<file path="src/rtl/mod107_weight_unscaler.sv">
// Removes a positional weight 2^K from a residue: out = (r * 2^-K) mod MOD, by modular halving.
// Latency: K+1 clock edges from the input handshake edge (counting that edge) to out_valid.
// Backpressure: single request in flight; in_ready only in IDLE; result held until out_ready.
module mod107_weight_unscaler #(
    parameter int MOD = 107,
    parameter int KW  = 7
) (
    input  logic          clk,
    input  logic          rst_n,
    input  logic          in_valid,
    output logic          in_ready,
    input  logic [6:0]    in_res,
    input  logic [KW-1:0] in_k,
    output logic          out_valid,
    input  logic          out_ready,
    output logic [6:0]    out_res,
    output logic          busy
);

    localparam logic [7:0] MOD8 = 8'(MOD);
    localparam logic [6:0] MOD7 = 7'(MOD);

    typedef enum logic [1:0] {
        IDLE = 2'd0,
        RUN  = 2'd1,
        DONE = 2'd2
    } state_t;

    state_t        state, state_nxt;
    logic [6:0]    acc, acc_nxt;
    logic [KW-1:0] cnt, cnt_nxt;
    logic [6:0]    res_q, res_nxt;

    logic [6:0]    in_red;
    logic [7:0]    half_sum;
    logic [6:0]    acc_half;

    // One conditional subtraction reduces 0..127 into 0..MOD-1 since 127-MOD < MOD.
    assign in_red = (in_res >= MOD7) ? (in_res - MOD7) : in_res;

    // Odd acc: adding odd MOD makes it even, so the shift is an exact division by 2 mod MOD.
    assign half_sum = {1'b0, acc} + (acc[0] ? MOD8 : 8'd0);
    assign acc_half = half_sum[7:1];

    always_comb begin
        state_nxt = state;
        acc_nxt   = acc;
        cnt_nxt   = cnt;
        res_nxt   = res_q;
        in_ready  = 1'b0;
        out_valid = 1'b0;
        unique case (state)
            IDLE: begin
                in_ready = 1'b1;
                if (in_valid) begin
                    acc_nxt = in_red;
                    cnt_nxt = in_k;
                    if (in_k != '0) begin
                        state_nxt = RUN;
                    end else begin
                        state_nxt = DONE;
                        res_nxt   = in_red;
                    end
                end
            end
            RUN: begin
                acc_nxt = acc_half;
                cnt_nxt = cnt - 1'b1;
                if (cnt == KW'(1)) begin
                    state_nxt = DONE;
                    res_nxt   = acc_half;
                end
            end
            DONE: begin
                out_valid = 1'b1;
                if (out_ready) begin
                    state_nxt = IDLE;
                end
            end
            default: begin
                state_nxt = IDLE;
            end
        endcase
    end

    always_ff @(posedge clk or negedge rst_n) begin
        if (!rst_n) begin
            state <= IDLE;
            acc   <= '0;
            cnt   <= '0;
            res_q <= '0;
        end else begin
            state <= state_nxt;
            acc   <= acc_nxt;
            cnt   <= cnt_nxt;
            res_q <= res_nxt;
        end
    end

    assign out_res = res_q;
    assign busy    = (state != IDLE);

endmodule

</file>
<file path="config.mk">
export PLATFORM = sky130hd
export DESIGN_NAME = mod107_weight_unscaler
export DESIGN_NICKNAME = d
export VERILOG_FILES = /design/src/rtl/mod107_weight_unscaler.sv
export SDC_FILE = /design/constraint.sdc
export NUM_CORES = 1
export LEC_CHECK = 0
export CELL_PAD_IN_SITES_DETAIL_PLACEMENT = 0
export CELL_PAD_IN_SITES_GLOBAL_PLACEMENT = 1
export CORE_MARGIN = 2
export CORE_UTILIZATION = 51
export CTS_CLUSTER_DIAMETER = 60
export DETAILED_ROUTE_END_ITERATION = 8
export DONT_BUFFER_PORTS = 1
export GPL_TIMING_DRIVEN = 1
export PLACE_DENSITY = 0.94
export SLEW_MARGIN = 0
export SYNTH_ARGS = -nofsm -noshare
export SYNTH_HDL_FRONTEND = slang
export SYNTH_SLANG_ARGS = --single-unit
</file>
<file path="constraint.sdc">
create_clock -name clk -period 3.04 [get_ports clk]
set_input_delay 0.608 -clock clk [delete_from_list [all_inputs] [get_ports clk]]
set_output_delay 0.608 -clock clk [all_outputs]
set_load 0.01 [all_outputs]
</file>
==> results of run 1 <==
area by class of cell:
class / count / area (um2)
Clock buffer: 3 / 22.5
Clock inverter: 1 / 5.00
Fill cell: 267 / 1360
Inverter: 6 / 22.5
Multi-Input combinational cell: 143 / 975
Sequential cell: 23 / 576
Tap cell: 44 / 55.1
Timing Repair Buffer: 2 / 17.5
critical path, stage by stage, from the launching register on:
cell and delay, ns:
dfrtp_1 0.65, nand2b_1 0.44, or3_4 0.55, nand2_4 0.11
mux2_4 0.29
metal layers:
metal / global-route usage, % / up-vias / share of wire (%)
met5: 0 / - / 0
met4: 8.25 / 0 / 2.1
met3: 2.60 / 8 / 5.3
met2: 34.0 / 41 / 45
met1: 31.1 / 676 / 48
li1: - / 677 / -
synthesized netlist by cell type, types with 2 or more instances:
master    number
mux2i_1        2
nor2b_1        6
nor3_1         8
a21oi_1       13
clkbuf_1       6
o22ai_1        3
ha_1           9
o21ai_0       12
nand3_1        6
mux2_4         2
or3_4          2
mux2_2         3
or4_1          2
nor2_1        15
or3_1          4
o211ai_1       2
o31ai_1        5
o21a_1         4
dfrtp_1       23
o22a_1         2
or2_2          2
nand2b_1       3
inv_1          6
a31oi_1        7
o211a_1        2
nand2_1        9
report_power, final:
| group | internal [mW] | total, mW | switching, mW |
|---|---|---|---|
| registers | 0.454 | 0.637 | 0.183 |
| logic | 0.442 | 0.936 | 0.494 |
| clock network | 0.0494 | 0.152 | 0.102 |
| total | 0.946 | 1.72 | 0.779 |
sequential cells by signal (all words and copies together) (netlist names):
signal and cells:
acc 7, cnt 7, out_res 7, state 2
repair_timing:
item                      in CTS  in global routing
hold buffers                   1                  0
hold endpoints to repair      23                  0
buffers inserted               0                  0
cells by family (layout without fill, tap and decap cells):
kind of cell	after synthesis	count (layout)	synth area share, %
AO/OA/AOI/OAI	59	59	24.1
XOR/XNOR	2	2	1.09
adder cells (fa/ha/maj)	9	9	6.99
buffers and inverters	14	12	3.80
flip-flops	23	23	35.7
multiplexers	7	7	5.20
AND/OR/NAND/NOR	66	66	23.1
final timing paths:
| check | slack, ns | depth (start not counted) | from | end |
|---|---|---|---|---|
| setup / recovery | 0.88 | 4 | state[0]$_DFFE_PN0P_ | out_res[2]$_DFFE_PN0P_ |
| hold / removal | 0.36 | 1 | out_ready | state[1]$_DFFE_PN0P_ |
| setup reg to reg | 0.88 | 4 | state[0]$_DFFE_PN0P_ | out_res[2]$_DFFE_PN0P_ |
| hold reg to reg | 0.51 | 2 | acc[3]$_DFFE_PN0P_ | acc[3]$_DFFE_PN0P_ |
| max in group asynchronous | 1.50 | 1 | rst_n | out_res[2]$_DFFE_PN0P_ |
| min in group asynchronous | 0.90 | 1 | rst_n | acc[1]$_DFFE_PN0P_ |
==> flow_metrics.env, run 1 <==
export IMPL_syn_nets=207
export IMPL_port_buffers=0
export IMPL_end_kind="flip-flop"
export IMPL_chipWidth_um=60.2
export IMPL_grt_pass1_wl_um=6050
export IMPL_arrival_ns=2.38
export IMPL_num_rows=20
export IMPL_max_freq_ghz=0.464
export IMPL_cp_required_ns=3.26
export IMPL_drive_gt1_share_pct=10.1
export IMPL_ioPinCount=28
export IMPL_hold_slack_ns=0.364
export IMPL_cts_root_buf="clkbuf_4"
export IMPL_grt_overflow=0
export IMPL_routed_wl_um=3730
export IMPL_final_common_cell="dfrtp_1"
export IMPL_pwr_density_cell_mw_per_mm2=1030
export IMPL_syn_area_mm2=0.00161
export IMPL_clock_path_buffers=2
export IMPL_grt_total_usage_pct=21.9
export IMPL_postPlaceCellArea_mm2=0.00164
export IMPL_drtIter0Drc=72
export IMPL_path_clk_slew_ns=0.14
export IMPL_wl_per_cell_um=16.8
export IMPL_fin_ws_ns=0.885
export IMPL_critPathKind="flip-flop to flip-flop"
export IMPL_critPathMaxFanout=16
export IMPL_cts_inserted_buffers=3
export IMPL_worst_pin_slew_ns=1.05
export IMPL_synth_main_ff_cell="dfrtp_1"
export IMPL_status="finished, final reports clean"
export IMPL_vias_per_cell=6.32
export IMPL_ys_top_cells_by_area="dfrtp_1, ha_1, a21oi_1"
export IMPL_clock_latency_ns=0.33
export IMPL_diodes=0
export IMPL_detailedPlace_worstSlack_ns=0.909
export IMPL_drc=0
export IMPL_synth_edf_count=0
export IMPL_yosysTopAreaCell="dfrtp_1"
export IMPL_slew_violations=0
export IMPL_grt_setup_unrepaired="false"
export IMPL_period_share_pct=70.9
export IMPL_cts_tree="yes"
export IMPL_final_cell_mix="dfrtp_1, nor2_1, a21oi_1, o21ai_0"
export IMPL_grt_pass1_vias=1318
export IMPL_die_y_um=60.2
export IMPL_final_core_util_pct=55.2
export IMPL_finalPower_mw=1.72
export IMPL_maxSlewHeadroom_pct=29.5
export IMPL_power_leakage_nw=0.687
export IMPL_yosys_cell_types_count=48
export IMPL_synth_seq_area_share_pct=35.7
export IMPL_async_flop_share_pct=100
export IMPL_synth_top_cell_area_share_pct=35.7
export IMPL_synth_seq_cells=23
export IMPL_drt_first_pass_iters=4
export IMPL_fin_skew_ns=0.0103
export IMPL_finalHoldViolations=0
export IMPL_area_delta_synth_final_pct=3.80
export IMPL_die_area_mm2=0.00363
export IMPL_start_util_pct=53.2
export IMPL_grt_start_max_net_pins=24
export IMPL_antenna_found_initial=0
export IMPL_tns_ns=0
export IMPL_fin_area_mm2=0.00167
export IMPL_vias=1402
export IMPL_critPathLaunchType="flip-flop"
export IMPL_cts_sinks=23
export IMPL_yosysWarnings=0
export IMPL_peakVddDrop_mv=0.354
export IMPL_place_congestion=0.852
export IMPL_syn_area_per_cell_um2=8.95
export IMPL_htree_levels=1
export IMPL_setup_viol=0
export IMPL_cts_resized=0
export IMPL_instances_no_fill=222
export IMPL_hpwl_um=2850
export IMPL_syn_instance_count=180
export IMPL_hold_class="input port to flip-flop"
export IMPL_core_mm2=0.00303
export IMPL_placedCellCount=217
export IMPL_post_route_min_period_ns=2.16
export IMPL_ant_nets=0
export IMPL_nets=206
export IMPL_cap_violations=0
No activity file was read; power rests on OpenSTA's default activity.
==> run 2: changes to the inputs <==
- CORE_UTILIZATION: 51 -> 47
- PLACE_DENSITY: 0.94 -> 0.88
- clock period: 3.04 -> 2.1 ns (I/O delays scaled with it)
==> flow_metrics.env, run 2 (synthesized netlist as in run 1, its figures left out) <==
export IMPL_arrival_ns=2.20
export IMPL_setup_viol=0
export IMPL_multi_input_area_um2=975
export IMPL_cts_inserted_buffers=3
export IMPL_diodes=0
export IMPL_post_route_min_period_ns=1.98
export IMPL_nets=210
export IMPL_power_leakage_nw=0.706
export IMPL_routed_wl_um=3830
export IMPL_htree_levels=1
export IMPL_die_y_um=62.6
export IMPL_drtIter0Drc=74
export IMPL_critPathKind="flip-flop to flip-flop"
export IMPL_reg2regPathDepth=6
export IMPL_critPathMaxFanout=4
export IMPL_grt_pass1_wl_um=6470
export IMPL_maxSlewHeadroom_pct=30.1
export IMPL_place_congestion=0.913
export IMPL_finalHoldViolations=0
export IMPL_cp_required_ns=2.31
export IMPL_hold_slack_ns=0.207
export IMPL_core_mm2=0.00331
export IMPL_drc=0
export IMPL_grt_pass1_vias=1366
export IMPL_hpwl_um=2910
export IMPL_area_delta_synth_final_pct=5.82
export IMPL_worst_pin_slew_ns=1.04
export IMPL_num_rows=21
export IMPL_clock_latency_ns=0.31
export IMPL_slew_violations=0
export IMPL_start_util_pct=48.7
export IMPL_drive_gt1_share_pct=12.1
export IMPL_chipWidth_um=62.6
export IMPL_pwr_density_cell_mw_per_mm2=1470
export IMPL_cts_tree="yes"
export IMPL_final_common_cell="dfrtp_1"
export IMPL_worstReg2RegStart="cnt[1]$_DFFE_PN0P_"
export IMPL_grt_setup_unrepaired="false"
export IMPL_final_cell_mix="dfrtp_1, nor2_1, a21oi_1, o21ai_0"
export IMPL_cts_sinks=23
export IMPL_fin_skew_ns=0.00650
export IMPL_critPathLaunchType="flip-flop"
export IMPL_drt_first_pass_iters=4
export IMPL_cts_root_buf="clkbuf_4"
export IMPL_antenna_found_initial=0
export IMPL_vias_per_cell=6.14
export IMPL_tns_ns=0
export IMPL_wl_per_cell_um=16.8
export IMPL_grt_start_max_net_pins=24
export IMPL_startpoint="cnt[1]$_DFFE_PN0P_"
export IMPL_period_share_pct=94.5
export IMPL_cap_violations=0
export IMPL_cts_resized=0
export IMPL_clock_path_buffers=2
export IMPL_max_freq_ghz=0.504
export IMPL_grt_total_usage_pct=20.3
export IMPL_path_clk_slew_ns=0.14
export IMPL_regToRegEndpoint="out_res[2]$_DFFE_PN0P_"
export IMPL_status="finished, final reports clean"
export IMPL_critical_path_endpoint="out_res[2]$_DFFE_PN0P_"
export IMPL_end_kind="flip-flop"
export IMPL_reg2reg_setup_slack_ns=0.12
export IMPL_vias=1401
export IMPL_grt_overflow=0
export IMPL_hold_class="input port to flip-flop"
export IMPL_n_fill_cell=318
export IMPL_peakVddDrop_mv=0.656
export IMPL_die_area_mm2=0.00391
export IMPL_ioPinCount=28
export IMPL_ant_nets=0
export IMPL_port_buffers=0
export IMPL_seq_area_um2=576
[run 2: changes by cell type in the layout (fill, tap and decap cells not counted), sizes merged]
cell  delta
buf      +4
[run 2: critical path, stage by stage (launching register included)]
cell	delay (ns)
dfrtp_1	0.41
inv_1	0.09
ha_1	0.14
or4b_4	0.46
or3_4	0.38
nand2_4	0.11
mux2_4	0.30
[run 2: report_power, final]
| part | total [mW] | switching, mW | internal, mW |
|---|---|---|---|
| registers | 0.899 | 0.241 | 0.658 |
| clock network | 0.213 | 0.142 | 0.0710 |
| logic | 1.40 | 0.739 | 0.663 |
| total | 2.51 | 1.12 | 1.39 |
[run 2: metrics by stage]
stage / setup WS (ns) / util [%] / instance area (um2) / instances / total power [mW]
global route: 0.0287 / 51.5 / 1710 / 228 / 2.73
floorplan: 0.215 / - / 1610 / 180 / 1.95
finish: 0.116 / 51.5 / 1710 / 228 / 2.51
global placement: 0.175 / 50.4 / 1670 / 223 / 2.23
CTS: 0.113 / 51.5 / 1710 / 228 / 2.51
detailed placement: 0.138 / 50.4 / 1670 / 223 / 2.29
[run 2: worst min path at each step]
stage	startpoint	end	cells past startpoint
after floorplan	rst_n	acc[0]$_DFFE_PN0P_	0
after detailed placement	rst_n	acc[5]$_DFFE_PN0P_	0
final	out_ready	state[1]$_DFFE_PN0P_	1
after CTS	out_ready	state[1]$_DFFE_PN0P_	1
after global placement	rst_n	acc[5]$_DFFE_PN0P_	0
after global routing	out_ready	state[1]$_DFFE_PN0P_	1
[run 2: layer usage]
metal	GRT usage, %	part of all wire [%]	routed length [um]
met4	3.61	1.1	42
met3	3.96	5.4	207
met1	27.8	47	1800
met5	0	0	0
met2	33.9	46	1780
[run 2: area by class of cell]
cell class / instances / area share (%)
repair buffers: 6 / 2.79
clock buffers: 3 / 1.32
multi-input cells: 143 / 57.2
inverters: 6 / 1.32
flip-flops and latches: 23 / 33.7
well taps: 46 / 3.37
clock inverters: 1 / 0.293
[run 2: timing repair]
| item | in CTS | in global routing |
|---|---|---|
| hold endpoints to repair | 23 | 0 |
| setup endpoints to repair | 0 | 0 |
| setup buffers | 0 | 0 |
| hold buffers | 1 | 0 |
==> run 3: changes to the inputs <==
- CAP_MARGIN: unset -> 10
- PLACE_DENSITY: 0.88 -> unset
- PLACE_DENSITY_LB_ADDON: unset -> 0.05
==> flow_metrics.env, run 3 (synthesized netlist as in run 1, its figures left out) <==
export IMPL_post_cts_repair_setup_buffers=0
export IMPL_hpwl_um=2970
export IMPL_instances_no_fill=231
export IMPL_cts_root_buf="clkbuf_4"
export IMPL_final_cell_mix="dfrtp_1, nor2_1, a21oi_1, o21ai_0"
export IMPL_finalPower_mw=2.54
export IMPL_grt_pass1_wl_um=6660
export IMPL_nets=213
export IMPL_placedCellCount=226
export IMPL_fin_skew_ns=0.0150
export IMPL_peakVddDrop_mv=0.529
export IMPL_n_fill_cell=330
export IMPL_critPathKind="flip-flop to flip-flop"
export IMPL_max_freq_ghz=0.502
export IMPL_core_mm2=0.00331
export IMPL_vias=1379
export IMPL_routed_wl_um=3850
export IMPL_status="finished, final reports clean"
export IMPL_cap_violations=0
export IMPL_cts_tree="yes"
export IMPL_die_area_mm2=0.00391
export IMPL_grt_total_usage_pct=21.4
export IMPL_num_rows=21
export IMPL_slew_violations=0
export IMPL_grt_start_max_net_pins=24
export IMPL_hold_class="input port to flip-flop"
export IMPL_port_buffers=0
export IMPL_drt_first_pass_iters=4
export IMPL_tns_ns=0
export IMPL_cp_required_ns=2.30
export IMPL_maxSlewHeadroom_pct=30.2
export IMPL_pwr_density_cell_mw_per_mm2=1470
export IMPL_cts_inserted_buffers=3
export IMPL_clock_path_buffers=2
export IMPL_vias_per_cell=5.97
export IMPL_end_kind="flip-flop"
export IMPL_wl_per_cell_um=16.6
export IMPL_start_util_pct=48.7
export IMPL_ioPinCount=28
export IMPL_diodes=0
export IMPL_period_share_pct=94.9
export IMPL_critPathMaxFanout=4
export IMPL_grt_pass1_vias=1353
export IMPL_drtIter0Drc=110
export IMPL_finalHoldViolations=0
export IMPL_multi_input_area_um2=980
export IMPL_place_congestion=0.793
export IMPL_chipWidth_um=62.6
export IMPL_final_common_cell="dfrtp_1"
export IMPL_arrival_ns=2.19
export IMPL_worst_pin_slew_ns=1.04
export IMPL_die_y_um=62.6
export IMPL_antenna_found_initial=0
export IMPL_area_delta_synth_final_pct=7.53
export IMPL_post_route_min_period_ns=1.99
export IMPL_grt_setup_unrepaired="false"
export IMPL_path_clk_slew_ns=0.14
export IMPL_htree_levels=1
export IMPL_power_leakage_nw=0.722
export IMPL_cts_sinks=23
export IMPL_seq_area_um2=576
export IMPL_hold_slack_ns=0.188
export IMPL_drive_gt1_share_pct=14.1
export IMPL_clock_latency_ns=0.31
export IMPL_critPathLaunchType="flip-flop"
export IMPL_grt_overflow=0
export IMPL_setup_viol=0
export IMPL_ant_nets=0
export IMPL_drc=0
[run 3: cell types whose count changed in the layout (fill, tap and decap cells not counted)]
cell / change
nor3_1: -1
nor3_2: +1
buf_4: +3
[run 3: through the flow]
| step | cell area (um2) | util, % | setup slack [ns] |
|---|---|---|---|
| 4_1_cts | 1730 | 52.2 | 0.107 |
| 5_1_grt | 1730 | 52.3 | 0.0182 |
| 3_3_place_gp | 1690 | 51.1 | 0.157 |
| 6_report | 1730 | 52.3 | 0.108 |
| 3_5_place_dp | 1690 | 51.1 | 0.131 |
| 2_1_floorplan | 1610 | - | 0.215 |
[run 3: final cells by class]
class | count | area share, %
multi-input combinational | 143 | 56.5
sequential | 23 | 33.2
timing repair buffer | 9 | 4.04
tap | 46 | 3.32
clock buffer | 3 | 1.30
inverter | 6 | 1.30
clock inverter | 1 | 0.289
[run 3: final timing paths]
check | startpoint | end | slack (ns) | depth (start not counted)
max in group asynchronous | rst_n | cnt[6]$_DFFE_PN0P_ | 0.74 | 1
min | out_ready | state[1]$_DFFE_PN0P_ | 0.19 | 1
min in group asynchronous | rst_n | acc[4]$_DFFE_PN0P_ | 0.72 | 1
max | cnt[1]$_DFFE_PN0P_ | out_res[0]$_DFFE_PN0P_ | 0.11 | 6
min reg2reg | acc[3]$_DFFE_PN0P_ | acc[3]$_DFFE_PN0P_ | 0.52 | 2
max reg2reg | cnt[1]$_DFFE_PN0P_ | out_res[0]$_DFFE_PN0P_ | 0.11 | 6
[run 3: routing by layer]
metal | GRT usage, % | routed length, um | up-vias
li1 | - | - | 685
met1 | 29.9 | 1810 | 657
met2 | 33.9 | 1750 | 35
met3 | 4.50 | 270 | 2
met4 | 5.56 | 20 | 0
met5 | 0 | 0 | -
[run 3: critical path, cell delays in order (launching register included)]
cell	delay, ns
dfrtp_1	0.40
inv_1	0.09
ha_1	0.14
or4b_4	0.47
or3_4	0.38
nand2_4	0.11
mux2_4	0.29
[run 3: repair_timing]
item	4_1_cts	5_1_grt
hold buffers	1	0
setup endpoints to repair	0	1
gates resized for setup	0	1
endpoints found under the hold margin	23	0
[run 3: power breakdown]
part | switching, mW | internal [mW]
clock network | 0.136 | 0.0711
registers | 0.205 | 0.658
logic | 0.787 | 0.688
